File: src/rtl/sam_mem_responder.sv
// Memory responder for the SAM CPU's multiplexed 8-bit bus: address latch on ALE,
// 256x8 memory, one output register, one synchronized input port, and a side load port.
module sam_mem_responder #(
  parameter logic [7:0] IO_OUT_ADDR = 8'hFF,
  parameter logic [7:0] IO_IN_ADDR  = 8'hFE
) (
  input  logic        clk,
  input  logic        rst,
  input  logic [7:0]  bus_in,
  output logic [7:0]  bus_out,
  output logic        bus_oe,
  input  logic        ALE,
  input  logic        En,
  input  logic        Rw,
  input  logic        ld_en,
  input  logic [7:0]  ld_addr,
  input  logic [7:0]  ld_data,
  input  logic [7:0]  in_port,
  output logic [7:0]  out_port,
  output logic        err,
  output logic [15:0] acc_cnt,
  output logic        dbg_state,
  output logic [7:0]  dbg_addr
);

  typedef enum logic {IDLE = 1'b0, ARMED = 1'b1} state_t;

  state_t     state;
  logic [7:0] addr_q;
  logic [7:0] sync_q1;
  logic [7:0] in_sync;
  logic [7:0] mem [0:255];

  // Bus handshake: ALE alone marks an address phase; with ALE low, En qualifies a
  // data phase whose direction is Rw. A data phase is served only once an address
  // has been latched; the responder never stalls the CPU.
  logic addr_ph, rd_ph, wr_ph;
  logic rd_hit, wr_hit, bus_wr_ok, collide;

  always_comb begin
    addr_ph   = ALE;
    rd_ph     = !ALE && En && Rw;
    wr_ph     = !ALE && En && !Rw;
    rd_hit    = rd_ph && (state == ARMED);
    wr_hit    = wr_ph && (state == ARMED);
    collide   = wr_hit && ld_en;
    bus_wr_ok = wr_hit && !ld_en;
  end

  always_comb begin
    bus_oe  = 1'b0;
    bus_out = 8'h00;
    if (rd_hit) begin
      bus_oe = 1'b1;
      if (addr_q == IO_IN_ADDR)
        bus_out = in_sync;
      else if (addr_q == IO_OUT_ADDR)
        bus_out = out_port;
      else
        bus_out = mem[addr_q];
    end
  end

  // Single write port shared by the loader and the bus; memory survives reset.
  always_ff @(posedge clk) begin
    if (ld_en)
      mem[ld_addr] <= ld_data;
    else if (bus_wr_ok && (addr_q != IO_IN_ADDR) && (addr_q != IO_OUT_ADDR))
      mem[addr_q] <= bus_in;
  end

  always_ff @(posedge clk) begin
    if (rst) begin
      state    <= IDLE;
      addr_q   <= 8'h00;
      out_port <= 8'h00;
      err      <= 1'b0;
      acc_cnt  <= 16'h0000;
      sync_q1  <= 8'h00;
      in_sync  <= 8'h00;
    end else begin
      sync_q1 <= in_port;
      in_sync <= sync_q1;
      if (addr_ph) begin
        state  <= ARMED;
        addr_q <= bus_in;
      end
      if ((rd_ph || wr_ph) && (state == IDLE))
        err <= 1'b1;
      if (collide)
        err <= 1'b1;
      if (rd_hit || wr_hit)
        acc_cnt <= acc_cnt + 16'h0001;
      if (bus_wr_ok && (addr_q == IO_OUT_ADDR))
        out_port <= bus_in;
    end
  end

  assign dbg_state = (state == ARMED);
  assign dbg_addr  = addr_q;

endmodule

File: config.mk
export PLATFORM = sky130hd
export DESIGN_NAME = sam_mem_responder
export DESIGN_NICKNAME = d
export VERILOG_FILES = /design/src/rtl/sam_mem_responder.sv
export SDC_FILE = /design/constraint.sdc
export NUM_CORES = 2
export LEC_CHECK = 0
export BUFFER_PORTS_ARGS = -buffer_cell sky130_fd_sc_hd__clkbuf_2
export CORE_MARGIN = 1.5
export CORE_UTILIZATION = 40
export DETAILED_ROUTE_END_ITERATION = 8
export PLACE_DENSITY = 0.67
export SLEW_MARGIN = 20
export SYNTH_ARGS = -nofsm -noshare
export SYNTH_HDL_FRONTEND = slang
export SYNTH_SLANG_ARGS = --single-unit
File: constraint.sdc
create_clock -name clk -period 5.75 [get_ports clk]
set_input_delay 0.8625 -clock clk [delete_from_list [all_inputs] [get_ports clk]]
set_output_delay 0.8625 -clock clk [all_outputs]
set_load 0.01 [all_outputs]
==> out/qor.csv <==
metric,value,unit
nNetsFinal,4448,
place.gp.congestion,0.9684,
avgViaCountPerCell,6.041,
ys_seq_elements,2106,
start_util,40.32,%
max_freq,0.1725,GHz
die-height,457.6,um
synth_edf_count,2048,
ir_drop,0.3374,mV
cp_slowest_cell,a2111oi_0,
cp.arrival,4.93,ns
required,4.89,ns
yosysSeqAreaShare,75.81,%
drive_gt1_share,23.67,%
fp.coreArea,205000,sq um
cts_max_level,4,
clockPowerShare,41.6,%
syn_nets,4200,
clk_pin_slew_worst_paths,0.07,ns
outcome,finished with violations,
die_area,209400,sq um
totalPowerFinal,32.08,mW
vias,43950,
ys.flop_type,edfxtp_1,
synthToLayoutAreaGrowth,13.24,%
async_flop_share,0,%
yosys.cell_types.count,77,
synth_area_per_cell,19.87,sq um
drv_slew,0,
fin_util,45.66,%
slew_headroom,20.96,%
cts_tree,yes,
critPathKind,flip-flop to output pin,
drc,0,
finalCritPeriodShare,100.8,%
power.internal,24.97,mW
overflow,0,
hold_ws,0.2110,ns
fin_crit,5.796,ns
drt-total-wl,228400,um
placed_cells,6885,
cts-root-buf,clkbuf_16,
clk_latency,0.88,ns
path_max_fanout,27,
critical-path-top-delay-family,compound AO/OA/AOI/OAI gates,
grt_setup_unrepaired,no,
die_x,457.6,um
io_buffers,80,
drt_iter0_drc,6810,
p_seq_share,52.9,%
worst_pin_slew,1.153,ns
finish.instance_area,93600,sq um
slowest_delay,0.92,ns
setup_viol,1,
cts_buffers,199,
p_comb_share,5.5,%
leakagePower,28.64,nW
gr-usage-all-layers,21.53,%
yosysWarnings,0,
first_pass_iters,6,
finClkSkew,0.07351,ns
core.rowCount,166,
path_cells,inv_2 > nor2_1 > nand2_1 > a211oi_1 > a2111oi_0 > o211ai_1 > o2111ai_1 > clkbuf_2,
drv_cap,0,
dp_hpwl,145000,um
cts_buffer_depth,3,
grt_pass1_wl,321800,um
grt_max_degree,153,
ant_nets,0,
critical_path.endpoint_type,output pin,
synth_cells,4161,
avgRoutedWirePerCell,31.39,um
num_io_pins,81,
fin_cells,7276,
synthesis.area,82660,sq um
swShare,22.17,%
violations,negative setup slack,
postPlaceCellArea,86790,sq um
start_kind,flip-flop,
hold_path.class,primary input to flip-flop,
p_switching,7.110,mW
power.density,342.7,nW/um^2
numClockSinks,2106,
path_buf_inv,2,
first_global_vias,42830,
antenna_found_initial,13,
hold_viol,0,
layout_setup_ws,-0.04610,ns
[path summary, 6_finish.rpt]
check / start / to / slack, ns / cells past startpoint
max reg2reg: dbg_state$_SDFFE_PP0P_ / mem[206][2]$_DFFE_PP_ / 1.24 / 9
min reg2reg: sync_q1[7]$_SDFF_PP0_ / in_sync[7]$_SDFF_PP0_ / 0.44 / 1
min: in_port[1] / sync_q1[1]$_SDFF_PP0_ / 0.21 / 2
max: flip-flop / bus_out[6] / -0.05 / 8
[state kept, by name (all words and copies together), names as in the netlist, named ones only]
signal     cells
err            1
sync_q1        8
mem         2048
acc_cnt       16
out_port       8
in_sync        8
dbg_addr       8
dbg_state      1
[kinds of logic (layout without fill, tap and decap cells)]
group	after synthesis	count (layout)	share of synthesized area, %
adder cells (fa/ha/maj)	1	1	0.01513
flip-flops	2106	2106	75.81
multiplexers	642	642	14.83
other	0	9	0
buffers and inverters	249	667	1.960
XOR/XNOR	14	14	0.1483
AND/OR/NAND/NOR	812	812	4.446
AO/OA/AOI/OAI	337	337	2.799
[synthesized netlist by cell type (all sizes together) (7+ instances only)]
library cell | number | share of area, %
dfxtp | 58 | 1.4
and2 | 16 | 0.12
or2 | 7 | 0.053
mux2i | 168 | 2.0
nand3 | 61 | 0.38
a211oi | 20 | 0.18
a221oi | 13 | 0.14
a31oi | 20 | 0.15
o31ai | 8 | 0.079
a22oi | 30 | 0.27
o211ai | 11 | 0.11
or3 | 14 | 0.11
a2111oi | 17 | 0.18
xor2 | 10 | 0.11
nor2b | 31 | 0.23
a21oi | 54 | 0.33
clkbuf | 79 | 0.36
and3 | 11 | 0.083
o22ai | 58 | 0.44
nor3b | 7 | 0.070
mux2 | 10 | 0.14
nor4 | 17 | 0.14
nor3 | 36 | 0.23
nand4 | 14 | 0.11
mux4 | 464 | 13
edfxtp | 2048 | 74
o21ai | 47 | 0.28
nand2b | 26 | 0.20
nand2 | 196 | 0.89
o221ai | 22 | 0.23
buf | 156 | 1.5
nand3b | 11 | 0.10
nor2 | 353 | 1.6
inv | 14 | 0.064
[power by group through the flow]
stage	clock [mW]	combinational [mW]	sequential (mW)
final	13.3	1.77	17.0
after CTS	13.4	1.75	17.0
after global placement	0	1.70	17.3
after floorplan	0	1.05	17.3
after global routing	14.0	1.83	17.0
after detailed placement	0	1.73	17.3
[per-stage QoR]
stage	setup WS, ns	setup TNS [ns]
after detailed placement	0.7387	0
after floorplan	1.560	0
final	-0.04610	-0.04610
after global routing	0.02485	0
after CTS	0.08725	0
after global placement	0.7521	0
[area by class of cell]
type                    count  area [sq um]
multi-input cells        1806         18530
inverters                  14         53.80
flip-flops and latches   2106         62680
clock inverters           133          1491
diodes                      9         22.52
repair buffers            282          2307
fillers                 16910        111400
clock buffers             238          5147
well taps                2688          3363
[worst reg2reg max path, cell delays in order, from the launching register on]
cell and delay, ns:
dfxtp_1 0.38, nand3b_1 0.51, nor3_2 0.67, buf_4 0.26
nand2_1 0.16, buf_4 0.30, or3_1 0.33, o31ai_1 0.25
nand3_2 0.51, nor2_1 0.77
[routing by layer]
layer | vias up | part of all wire [%] | track usage, %
li1 | 17550 | - | -
met3 | 529 | 11 | 5.062
met2 | 2782 | 46 | 32.80
met4 | 8 | 5.5 | 10.67
met5 | - | 0.023 | 0
met1 | 23080 | 38 | 29.12
[timing repair]
action                                  4_1_cts  5_1_grt
setup buffers                                 3        8
endpoints found under the setup margin        3        1
hold buffers                                  0        0
gates resized for setup                       1        1
gates cloned                                  0        0
[cells in the final DEF (no fill, tap or decap), types with 10 or more instances in the layout]
cell / n
nand2b_1: 26
a21oi_1: 53
clkbuf_2: 80
edfxtp_1: 2048
nand3b_1: 11
dfxtp_1: 51
a22oi_1: 30
nor3_1: 34
a221oi_1: 13
buf_4: 172
clkbuf_1: 38
o211ai_1: 10
and3_1: 11
bufinv_16: 23
a2111oi_0: 15
clkinv_1: 43
a211oi_1: 20
clkinv_2: 37
o221ai_1: 21
nor2b_1: 31
mux4_2: 461
o21ai_1: 13
nand4_1: 14
o21ai_0: 34
nand3_1: 59
nor2_1: 351
mux2_2: 10
o22ai_1: 58
inv_1: 11
buf_12: 28
nor4_1: 15
clkbuf_16: 200
mux2i_1: 168
and2_1: 16
clkinvlp_4: 12
or3_1: 13
xor2_1: 10
a31oi_1: 20
nand2_1: 188
No activity file was read; power rests on OpenSTA's default activity.
